===== src/rtl/dff.sv =====
// Purpose : single WIDTH-bit storage register with synchronous active-low reset,
//           synchronous preset and a load enable.
// Latency : one rising clk edge from the sampled inputs to q. No backpressure: the
//           register accepts new data on every enabled edge.
//
// Ports
//   clk  - single clock; all state changes on its rising edge only
//   rst  - synchronous reset, active-low; loads RESET_VALUE (highest priority)
//   set  - synchronous preset, active-high; loads SET_VALUE
//   en   - load enable, active-high; captures d
//   d    - data to capture
//   q    - registered output, driven straight from the storage register
//
// Priority at each edge: rst low > set high > en high > hold.
module dff #(
    parameter int               WIDTH       = 8,
    parameter logic [WIDTH-1:0] RESET_VALUE = '0,
    parameter logic [WIDTH-1:0] SET_VALUE   = '1
) (
    input  logic             clk,
    input  logic             rst,
    input  logic             set,
    input  logic             en,
    input  logic [WIDTH-1:0] d,
    output logic [WIDTH-1:0] q
);

    logic [WIDTH-1:0] r_q;

    // Reset is tested first, so an unknown value on set or en cannot leak into
    // the reset load. The whole word is written at once; there are no per-bit enables.
    always_ff @(posedge clk) begin
        if (!rst) begin
            r_q <= RESET_VALUE;
        end else if (set) begin
            r_q <= SET_VALUE;
        end else if (en) begin
            r_q <= d;
        end
    end

    // q comes only from the flop, so there is no combinational path from any input.
    assign q = r_q;

endmodule


===== config.mk =====
export PLATFORM = sky130hd
export DESIGN_NAME = dff
export DESIGN_NICKNAME = d
export VERILOG_FILES = /design/src/rtl/dff.sv
export SDC_FILE = /design/constraint.sdc
export NUM_CORES = 1
export LEC_CHECK = 0
export CAP_MARGIN = 20
export CORE_AREA = 2 2 39 41
export DETAILED_ROUTE_END_ITERATION = 8
export DIE_AREA = 0 0 41 43
export DONT_BUFFER_PORTS = 1
export HOLD_SLACK_MARGIN = 0.05
export PLACE_DENSITY = 0.44
export SLEW_MARGIN = 40
export SYNTH_ARGS = -nofsm -noshare
export SYNTH_HDL_FRONTEND = slang
export SYNTH_SLANG_ARGS = --single-unit

===== constraint.sdc =====
create_clock -name clk -period 1.1 [get_ports clk]
set_clock_uncertainty 0.2 [all_clocks]
set_input_delay 0.165 -clock clk [delete_from_list [all_inputs] [get_ports clk]]
set_output_delay 0.165 -clock clk [all_outputs]
set_load 0.01 [all_outputs]

Yosys cells after proc, flatten, opt, wreduce, memory -nomap -nowiden
Cells that the tools add are included.
W data, S select, Z words.

storage, ports and cells
  register bits = 8
  bits in latches = 0
  bits in writable memories = 0
  memory bits (read-only) = 0
  input bits = 12
  output and inout port bits = 8
  logic and storage cells = 4
  memories = 0

operators by class
  add/subtract/negate cells = 0
  multipliers = 0
  divide/modulo/power cells = 0
  magnitude comparators = 0
  eq/ne operators = 0
  shift operators = 0
  multiplexer cells = 2
  bitwise logic cells = 0
  reductions and logical operators = 1

operators by type and width
  cell                number
  $mux W8             2
  $reduce_bool A2 Y1  1

Depth between registers and ports, before layout
  word-level depth = 2
  mapped depth = 3
  gate-level depth less buffers = 2

Least setup slack after synthesis
OpenSTA, ideal clock, no wires.

  path type = in2reg
  start point = input port en
  end point = register r_q[0] (netlist: q[0])
  library setup time = 0.115 ns
  arrival = 0.739 ns
  required time = 0.785 ns
  path slack = 0.047 ns
  cell stages on the path = 3
  path buffers = 1
  cell sequence = buf_6 > mux2_4 > o21a_1

between the ends
  word-level cells in the longest chain between the ends = 1

ends and longest elaborated chain
  element                       line  source
  from (decl)                   23    input logic en,
  $reduce_bool A2 Y1 (no line)  -
  to (signal assigned)          34    r_q <= RESET_VALUE;
  to (signal assigned)          36    r_q <= SET_VALUE;
  to (signal assigned)          38    r_q <= d;
  to (decl)                     28    logic [WIDTH-1:0] r_q;

No other way between the ends.
A chain may end at the register's enable or synchronous reset.

Worst setup path after layout
  start point = register r_q[3] (netlist: q[3])
  end point = output port q[3]

RTL lines
  element    line  source
  to (decl)  25    output logic [WIDTH-1:0] q

No word-level cell between the ends.

==> results.yml <==
run_status:
  status: "finished with violations"
  violations: "negative hold slack"
timing:
  maxSlewViolCount: 0
  period_needed_ns: 1.068
  worst_pin_slew_ns: 0.3022
  relSlewSlack_pct: 79.85
  max_freq_ghz: 0.9362
  rsz0062_at_grt: "no"
  setup_violations: 0
  holdWs_ns: -0.05375
  fin_crit_sh_pct: 97.10
  tns_ns: 0
  final_hold_viol_count: 8
  fin_ws_ns: 0.03190
global_routing:
  grt-ovfl-total: 0
  grt_max_degree: 9
  antenna_found_initial: 0
  grt_usage_pct: 10.07
  grt_pass1_wl_um: 1055
  grt_pass1_vias: 241
floorplanning:
  initial_core_util_pct: 25.95
  pin_count: 20
  die_x_um: 41
  dieArea_um2: 1763
  core_um2: 1384
  chipHeight_um: 43
  num_rows: 14
yosys:
  yosys.area.top_type: "dfxtp_1"
  yosys-top-cells-area: "dfxtp_1 (45%), mux2_4 (33%), o21a_1 (17%)"
  syn-num-nets: 39
  syn_area_um2: 359.1
  synth_top_area_share_pct: 44.60
  seq_area_frac_synth_pct: 44.60
  syn_area_per_cell_um2: 13.30
  ys_types: 5
  ys_seq_elements: 8
  ys_warn_count: 0
  syn_inst: 27
clock_tree:
  clock-root-buffer: "clkbuf_4"
  cts_sinks: 8
  htree_levels: 1
  cts_setup_buffers: 0
  clk_pin_slew_worst_paths_ns: 0.05
  clock_latency_ns: 0.25
  cts_tree: "built"
  cts_inserted_buffers: 3
  clock_path_buffers: 2
  postCtsHoldBufs: 2
drt:
  drt-initial-drc-count: 1
  vias: 233
  avgViaCountPerCell: 4.396
  wl_per_cell_um: 13.09
  first_pass_iters: 2
  wl_um: 694
  detail-route-antenna-nets: 0
  drc: 0
power:
  fin_total_pwr_uw: 674.4
  p_seq_share_pct: 48.7
  p_per_area_nw_per_um2: 1411
  power.net_switching_uw: 149.1
  power_leakage_uw: 0.0002238
  swShare_pct: 22.10
  p_int_uw: 525.3
  p_clk_share_pct: 33.3
  p_comb_share_pct: 18.0
  peakVddDrop_mv: 0.4352
place:
  dp_slack_ns: 0.06915
  io_buffers: 0
  routabilityCongestion: 0.5153
  placed_cell_area_um2: 420.4
critical_path:
  crit_path_end_kind: "primary output"
  crit_path_cell_trace: "buf_4"
  crit_slowest_cell: "dfxtp_2"
  cpPeakStageDelay_ns: 0.32
  crit_family: "flip-flops"
  reg2reg_depth: 2
  path_buf_inv: 1
  path_depth: 1
  path_class: "reg2out"
  worstPathMaxFanout: 2
  startpoint_type: "flip-flop"
  critPathArrivalTime_ns: 0.70
  required_ns: 0.73
worst_hold_path:
  hp-class: "in2reg"
  holdPathStages: 2
finish:
  n_fill_cell: 139
  fin_util_pct: 34.54
  layout-area-overhead-vs-synth_pct: 33.10
  largest_register_ffs: 8
  drive_gt1_share_pct: 70.27
  nets: 51
  n_antenna_cell: 0
  fin_area_um2: 478.0
flow_run:
  maxCapViolations: 0
-- final cells by class --
type	count	area, µm²	share of cell area (%)
Sequential cell	8	168.9	35.34
Multi-Input combinational cell	16	180.2	37.70
Clock buffer	3	22.52	4.712
Tap cell	16	20.02	4.188
Timing Repair Buffer	10	86.33	18.06
-- logic make-up after synthesis --
kind of cell	Yosys count	share of synthesized area, %
compound gates	8	16.73
buf+inv	3	5.227
flops	8	44.60
mux	8	33.45
-- cell usage in the layout (no fill, tap or decap) --
cell type	n
mux2_4	8
dlygate4sd3_1	1
o21a_1	8
buf_6	1
dfxtp_2	7
clkbuf_4	3
dfxtp_1	1
dlymetal6s4s_1	1
buf_4	7
-- timing repair --
action                                 CTS  global route
setup endpoints to repair                0            13
gates resized for setup                  0             9
endpoints found under the hold margin    8             8
-- metrics by stage --
stage | hold WS (ns) | instances
finish | -0.05375 | 53
global route | -0.06525 | 53
CTS | -0.06193 | 53
detailed placement | 0.08803 | 48
global placement | 0.08408 | 48
floorplan | 0.1985 | 27
-- cell usage after synthesis --
library cell,n
buf_6,1
dfxtp_1,8
buf_1,2
o21a_1,8
mux2_4,8
-- worst paths after layout --
check	startpoint	end	slack (ns)
setup / recovery	q[3]$_SDFFE_PN0P_	q[3]	0.03
hold / removal	d[4]	q[4]$_SDFFE_PN0P_	-0.05
hold reg to reg	q[2]$_SDFFE_PN0P_	q[2]$_SDFFE_PN0P_	0.37
setup reg to reg	q[1]$_SDFFE_PN0P_	q[1]$_SDFFE_PN0P_	0.06
-- layer usage --
metal / global-route usage, % / vias to the layer above / wire (µm)
met1: 12.01 / 98 / 300
met2: 10.31 / 17 / 281
met5: 0 / - / 0
met4: 10.00 / 0 / 14
li1: - / 116 / -
met3: 7.853 / 2 / 97
-- power by group through the flow --
stage | Clock [µW] | Combinational (µW) | Sequential, µW
floorplan | 0 | 75.9 | 340
global placement | 0 | 107 | 329
detailed placement | 0 | 108 | 330
CTS | 241 | 121 | 324
global route | 252 | 131 | 331
finish | 225 | 121 | 328
(Power assumes the default switching activity.)
